<file path="src/rtl/mux16_rr_arbiter.sv">
// Round-robin arbiter for the 8:1 16-bit source mux: drives the mux select,
// one-hot grants and a valid/ready beat handshake with a per-grant burst limit.
module mux16_rr_arbiter #(
   parameter int BURST_MAX = 4
) (
   input  logic       clk,
   input  logic       rst_n,
   input  logic [7:0] req,
   input  logic [7:0] last,
   input  logic       out_ready,
   output logic [2:0] sel,
   output logic [7:0] gnt,
   output logic       out_valid,
   output logic       busy
);

   localparam int CW = $clog2(BURST_MAX) + 1;
   localparam logic [CW-1:0] LAST_BEAT = CW'(BURST_MAX - 1);

   typedef enum logic {IDLE, GRANT} state_t;

   state_t        state, state_nxt;
   logic [2:0]    ptr, ptr_nxt, sel_nxt, pick, cand;
   logic [7:0]    gnt_nxt;
   logic [CW-1:0] beat_cnt, beat_cnt_nxt;
   logic          beat, release_now;

   // Scan from the farthest offset down so the nearest requester after ptr wins.
   always_comb begin
      pick = ptr;
      cand = ptr;
      for (int i = 8; i >= 1; i--) begin
         cand = ptr + 3'(i);
         if (req[cand]) pick = cand;
      end
   end

   assign busy        = (state == GRANT);
   assign out_valid   = busy && req[sel];
   assign beat        = out_valid && out_ready;
   assign release_now = !req[sel] || (beat && (last[sel] || beat_cnt == LAST_BEAT));

   always_comb begin
      // NOTE: every output of this block gets a hold default first, so no path can infer a latch.
      state_nxt    = state;
      ptr_nxt      = ptr;
      sel_nxt      = sel;
      gnt_nxt      = gnt;
      beat_cnt_nxt = beat_cnt;
      case (state)
         IDLE: begin
            if (req != 8'h00) begin
               state_nxt    = GRANT;
               sel_nxt      = pick;
               gnt_nxt      = 8'h01 << pick;
               beat_cnt_nxt = '0;
            end
         end
         GRANT: begin
            if (beat) beat_cnt_nxt = beat_cnt + CW'(1);
            if (release_now) begin
               state_nxt = IDLE;
               ptr_nxt   = sel;
               gnt_nxt   = 8'h00;
            end
         end
         default: state_nxt = IDLE;
      endcase
   end

   always_ff @(posedge clk or negedge rst_n) begin
      if (!rst_n) begin
         state    <= IDLE;
         ptr      <= 3'd7;
         sel      <= 3'd0;
         gnt      <= 8'h00;
         beat_cnt <= '0;
      end else begin
         // NOTE: state registers use non-blocking assignment so all flops update from pre-edge values.
         state    <= state_nxt;
         ptr      <= ptr_nxt;
         sel      <= sel_nxt;
         gnt      <= gnt_nxt;
         beat_cnt <= beat_cnt_nxt;
      end
   end

endmodule
</file>
<file path="config.mk">
export PLATFORM = sky130hd
export DESIGN_NAME = mux16_rr_arbiter
export DESIGN_NICKNAME = d
export VERILOG_FILES = /design/src/rtl/mux16_rr_arbiter.sv
export SDC_FILE = /design/constraint.sdc
export NUM_CORES = 1
export LEC_CHECK = 0
export CAP_MARGIN = 20
export CORE_MARGIN = 8
export CORE_UTILIZATION = 35
export CTS_CLUSTER_DIAMETER = 200
export DETAILED_ROUTE_END_ITERATION = 10
export MAX_ROUTING_LAYER = met4
export SLEW_MARGIN = 10
export SYNTH_ARGS = -nofsm -noshare
export SYNTH_HDL_FRONTEND = slang
export SYNTH_SLANG_ARGS = --single-unit
</file>
<file path="constraint.sdc">
create_clock -name clk -period 3.9 [get_ports clk]
set_clock_uncertainty 0.2 [all_clocks]
set_input_delay 1.17 -clock clk [delete_from_list [all_inputs] [get_ports clk]]
set_output_delay 1.17 -clock clk [all_outputs]
set_load 0.1 [all_outputs]
</file>
## Yosys cells after proc, flatten, opt, wreduce, memory -nomap -nowiden

Index checks and enable logic that the tools add are counted.

- Input port bits: 19
- Output and inout bits: 13
- Register bits after elaboration: 18

- Multiplexer cells: 34
- Equal/unequal tests: 4
- Reductions and logical operators: 11
- $add $sub $neg: 8
- Bitwise gates (word level): 1
- $lt $le $gt $ge: 8
- Shifts and indexed selects: 1

Operator list:

| cell | count |
|---|---|
| 3-bit by 4-bit less-than comparator with 1-bit output, second input constant | 8 |
| 1-bit binary-select mux with 3-bit select | 9 |
| 3-bit two-way mux | 9 |
| 8-bit two-way mux | 2 |
| 8-bit case mux with 2 select lines | 1 |
| 3-bit adder, second input constant | 4 |
| 1-bit two-way mux | 11 |
| 2-bit AND reduction | 4 |
| 8-bit nonzero test | 1 |
| 1-bit by 3-bit << shifter with 8-bit output, first input constant | 1 |
| 3-bit by 1-bit adder with 3-bit output, second input constant | 2 |
| 3-bit by 2-bit adder with 3-bit output, second input constant | 2 |
| 3-bit case mux with 2 select lines | 1 |
| 2-bit by 1-bit != test with 1-bit output, second input constant | 2 |
| 3-bit by 2-bit equality test with 1-bit output, second input constant | 1 |
| 1-bit logical AND | 3 |
| 1-bit logical OR | 2 |
| 2-bit != test, second input constant | 1 |
| 1-bit case mux with 2 select lines | 1 |
| 1-bit logical NOT | 1 |
| 1-bit inverter | 1 |

## Longest topological paths before layout

- Depth in word-level cells: 13
- Gate-level depth with buffers: 12
- Gate-level depth less buffers: 9

## Worst setup path before layout

OpenSTA, ideal clock, no wires.

- Kind: input to output
- Start: in req[0]
- End: out out_valid
- Cell stages on the path: 4
- Data required time: 2.530 ns
- Slack: -0.407 ns
- Arrival: 2.937 ns
- Path buffers: 1
- Path through: clkbuf_2 > mux4_2 > mux2i_1 > nor2_1

- Longest elaborated chain between the ends: 3

Ends and longest elaborated chain:

| element | RTL line | source |
|---|---|---|
| start: declaration | 8 | `input logic [7:0] req,` |
| 1-bit binary-select mux with 3-bit select | 39 | `assign out_valid = busy && req[sel];` |
| 1-bit two-way mux (implied by the code) | 39 |  |
| 1-bit logical AND | 39 |  |
| end: declaration | 13 | `output logic out_valid,` |

No other way between the ends. The select of a mux whose other input is x is not followed.

## Worst setup path after layout

- Start: in req[6]
- End: out out_valid

Same word-level chain as after synthesis.

==> results.sh <==
export IMPL_status="finished clean"
export IMPL_rows=27
export IMPL_netlist_instances=187
export IMPL_worstHoldPathCells=2
export IMPL_fin_crit_ns=3.86
export IMPL_synthArstFlopShare_pct=100
export IMPL_synth_area_um2=1920
export IMPL_critPathLaunchType="input pin"
export IMPL_hold_class="reg2reg"
export IMPL_r2r_end="gnt[5]$_DFFE_PN0P_"
export IMPL_arrival_ns=2.49
export IMPL_whs_endpoint="gnt[7]$_DFFE_PN0P_"
export IMPL_antenna_cells=0
export IMPL_antenna_found_initial=0
export IMPL_globalplace_congestion=0.873
export IMPL_path_max_fanout=2
export IMPL_critPathKind="in2out"
export IMPL_post_route_period_util_pct=98.9
export IMPL_htreeDepth=1
export IMPL_fmax_mhz=259
export IMPL_ios=32
export IMPL_post_route_util_pct=45.9
export IMPL_portBuffers=31
export IMPL_postRouteWirelength_um=5070
export IMPL_endpoint_kind="output port"
export IMPL_wl_per_cell_um=16.2
export IMPL_grt_usage_pct=12.9
export IMPL_drive_above_1_share_pct=34.2
export IMPL_gr_usage_met3_pct=1.58
export IMPL_synth_edf_count=0
export IMPL_die_x_um=90.0
export IMPL_path_clk_slew_ns=0.07
export IMPL_dpl_cell_count=308
export IMPL_cts_buffers=3
export IMPL_min_from="gnt[7]$_DFFE_PN0P_"
export IMPL_syn_area_per_cell_um2=10.3
export IMPL_first_global_vias=1805
export IMPL_clk_insertion_delay_late_ns=0.25
export IMPL_synth_most_common_cell="nand2_1"
export IMPL_viasPerCell=5.59
export IMPL_fp_dieH_um=90.0
export IMPL_ys_seq_elements=18
export IMPL_critPathRequiredTime_ns=2.53
export IMPL_rsz0062_at_grt="true"
export IMPL_r2r_cells=10
export IMPL_met1_usage_pct=16.2
export IMPL_cts_sinks=18
export IMPL_drtIter0Drc=116
export IMPL_fp_dieArea_um2=8100
export IMPL_synth_cell_types=54
export IMPL_dpl_hpwl_um=3940
export IMPL_grt_pass1_wl_um=8750
export IMPL_syn_nets=210
export IMPL_netlist_area_leader_share_pct=19.6
export IMPL_final_cells=312
export IMPL_max_cap_violations=0
export IMPL_grtUsageMet2_pct=22.2
export IMPL_core_um2=5410
export IMPL_synth_seq_area_share_pct=23.7
export IMPL_gr_max_usage_layer="met2"
export IMPL_grt_max_degree=23
export IMPL_worst_slew_pin_slew_ns=0.793
export IMPL_finalNetCount=264
export IMPL_start_util_pct=35.5
export IMPL_overflow=0
export IMPL_vias=1745
export IMPL_ff2ff_setup_slack_ns=0.48
export IMPL_setup_viol=0
export IMPL_postRouteAntennaNets=0
export IMPL_drc=0
export IMPL_ys_top_cells_by_count="28 x nand2_1, 16 x mux2i_1, 15 x dfrtp_1, 9 x o21ai_0"
export IMPL_synth_main_ff_cell="dfrtp_1"
export IMPL_cts_setup_buffers=0
export IMPL_first_pass_iters=4
export IMPL_clockBufferDepth=2
export IMPL_r2r_start="ptr[1]$_DFFE_PN1P_"
export IMPL_relSlewSlack_pct=47.0
export IMPL_finalMaxSlewViolations=0
export IMPL_clockRootBuffer="clkbuf_8"
export IMPL_synth_area_leaders="dfrtp_1 20%, mux4_1 9.6%, mux4_2 9.4%"
export IMPL_hold_violations=0
export IMPL_yosys_warnings=0
export IMPL_cts_tree="yes"
export IMPL_yosysTopAreaCell="dfrtp_1"
export IMPL_syn_to_final_growth_pct=29.5
[critical path, cell delays in order]
cell and delay [ns]:
clkdlybuf4s50_1 0.41, mux4_2 0.48, mux2i_4 0.17, nor2_2 0.08
buf_12 0.17
[cell families (layout without fill, tap and decap cells)]
family | count (synthesis) | after routing | synth area share (%)
AOI/OAI and AO/OA | 43 | 43 | 16.7
xor gates and xnor gates | 3 | 3 | 1.76
adders and majority gates | 4 | 4 | 2.61
buffers and inverters | 19 | 72 | 6.66
DFF | 18 | 18 | 23.7
muxes | 40 | 40 | 32.8
and+or+nand+nor | 60 | 60 | 15.7
[what timing repair did]
action                                  CTS  global route
gates resized for setup                   8             2
endpoints found under the setup margin    1             4
pin swaps                                 1             0
hold buffers                              0             0
[layer usage]
metal / share of wire, % / up-vias
li1: - / 841
met1: 47 / 858
met2: 50 / 44
met3: 2.3 / 2
met4: 0.45 / 0
met5: 0 / -
[worst max-delay path by stage]
| stage | from | to | slack (ns) | cells after the start |
|---|---|---|---|---|
| 2_1_floorplan | req[0] | out_valid | 0.05 | 4 |
| 3_3_place_gp | req[6] | gnt[0]$_DFFE_PN0P_ | -0.16 | 10 |
| 3_5_place_dp | req[6] | gnt[2]$_DFFE_PN0P_ | -0.15 | 10 |
| 4_1_cts | req[6] | out_valid | 0.01 | 5 |
| 5_1_grt | req[6] | out_valid | -0.004 | 5 |
| 6_report | req[6] | out_valid | 0.04 | 5 |
[state kept, by name (all words and copies together) (netlist names)]
name / cells
gnt: 8
ptr: 3
busy: 1
beat_cnt: 3
sel: 3
[cell type report]
cell class	instances	area, um^2
clock buffers	4	55.1
fillers	550	2920
repair buffers	60	499
flip-flops and latches	18	454
well taps	72	90.1
multi-input cells	150	1350
inverters	8	30.0
[cell usage in the layout, fill, tap and decap left out, types with 2 or more instances in the layout]
master           netlist  final
a221oi_1               3      3
buf_4                  0     41
ha_1                   4      4
o21ai_0                9      9
nand3_1                3      3
nor3b_2                2      2
mux4_1                 7      7
inv_1                  5      5
and2_2                 2      2
nand2_1               28     28
clkbuf_8               2      4
nor4_1                 3      3
nor3_1                 3      3
mux2i_1               16     14
a21oi_1                6      6
or3_2                  2      2
o22ai_1                2      2
mux4_2                 8      8
nor2_1                 7      6
clkinv_1               3      3
a22o_1                 6      6
o32ai_1                2      2
dfrtp_1               15     15
o31ai_1                2      2
mux2_2                 8      8
and3_2                 2      2
a211oi_1               2      2
dfstp_2                3      3
dlygate4sd2_1          0      7
nand2b_1               2      2
clkdlybuf4s50_1        0     11
[metrics by stage]
stage / setup TNS, ns / setup WS, ns / hold WS, ns / area (um^2)
4_1_cts: 0 / 0.0113 / 0.293 / 2470
3_3_place_gp: -1.13 / -0.156 / 0.270 / 2420
2_1_floorplan: 0 / 0.0484 / 0.255 / 1920
5_1_grt: -0.00402 / -0.00402 / 0.331 / 2480
3_5_place_dp: -0.946 / -0.149 / 0.277 / 2420
6_report: 0 / 0.0425 / 0.282 / 2480
Power is left out: the tool's default activity adds up to more than one toggle a clock period on the data nets, which glitch-free logic cannot reach.
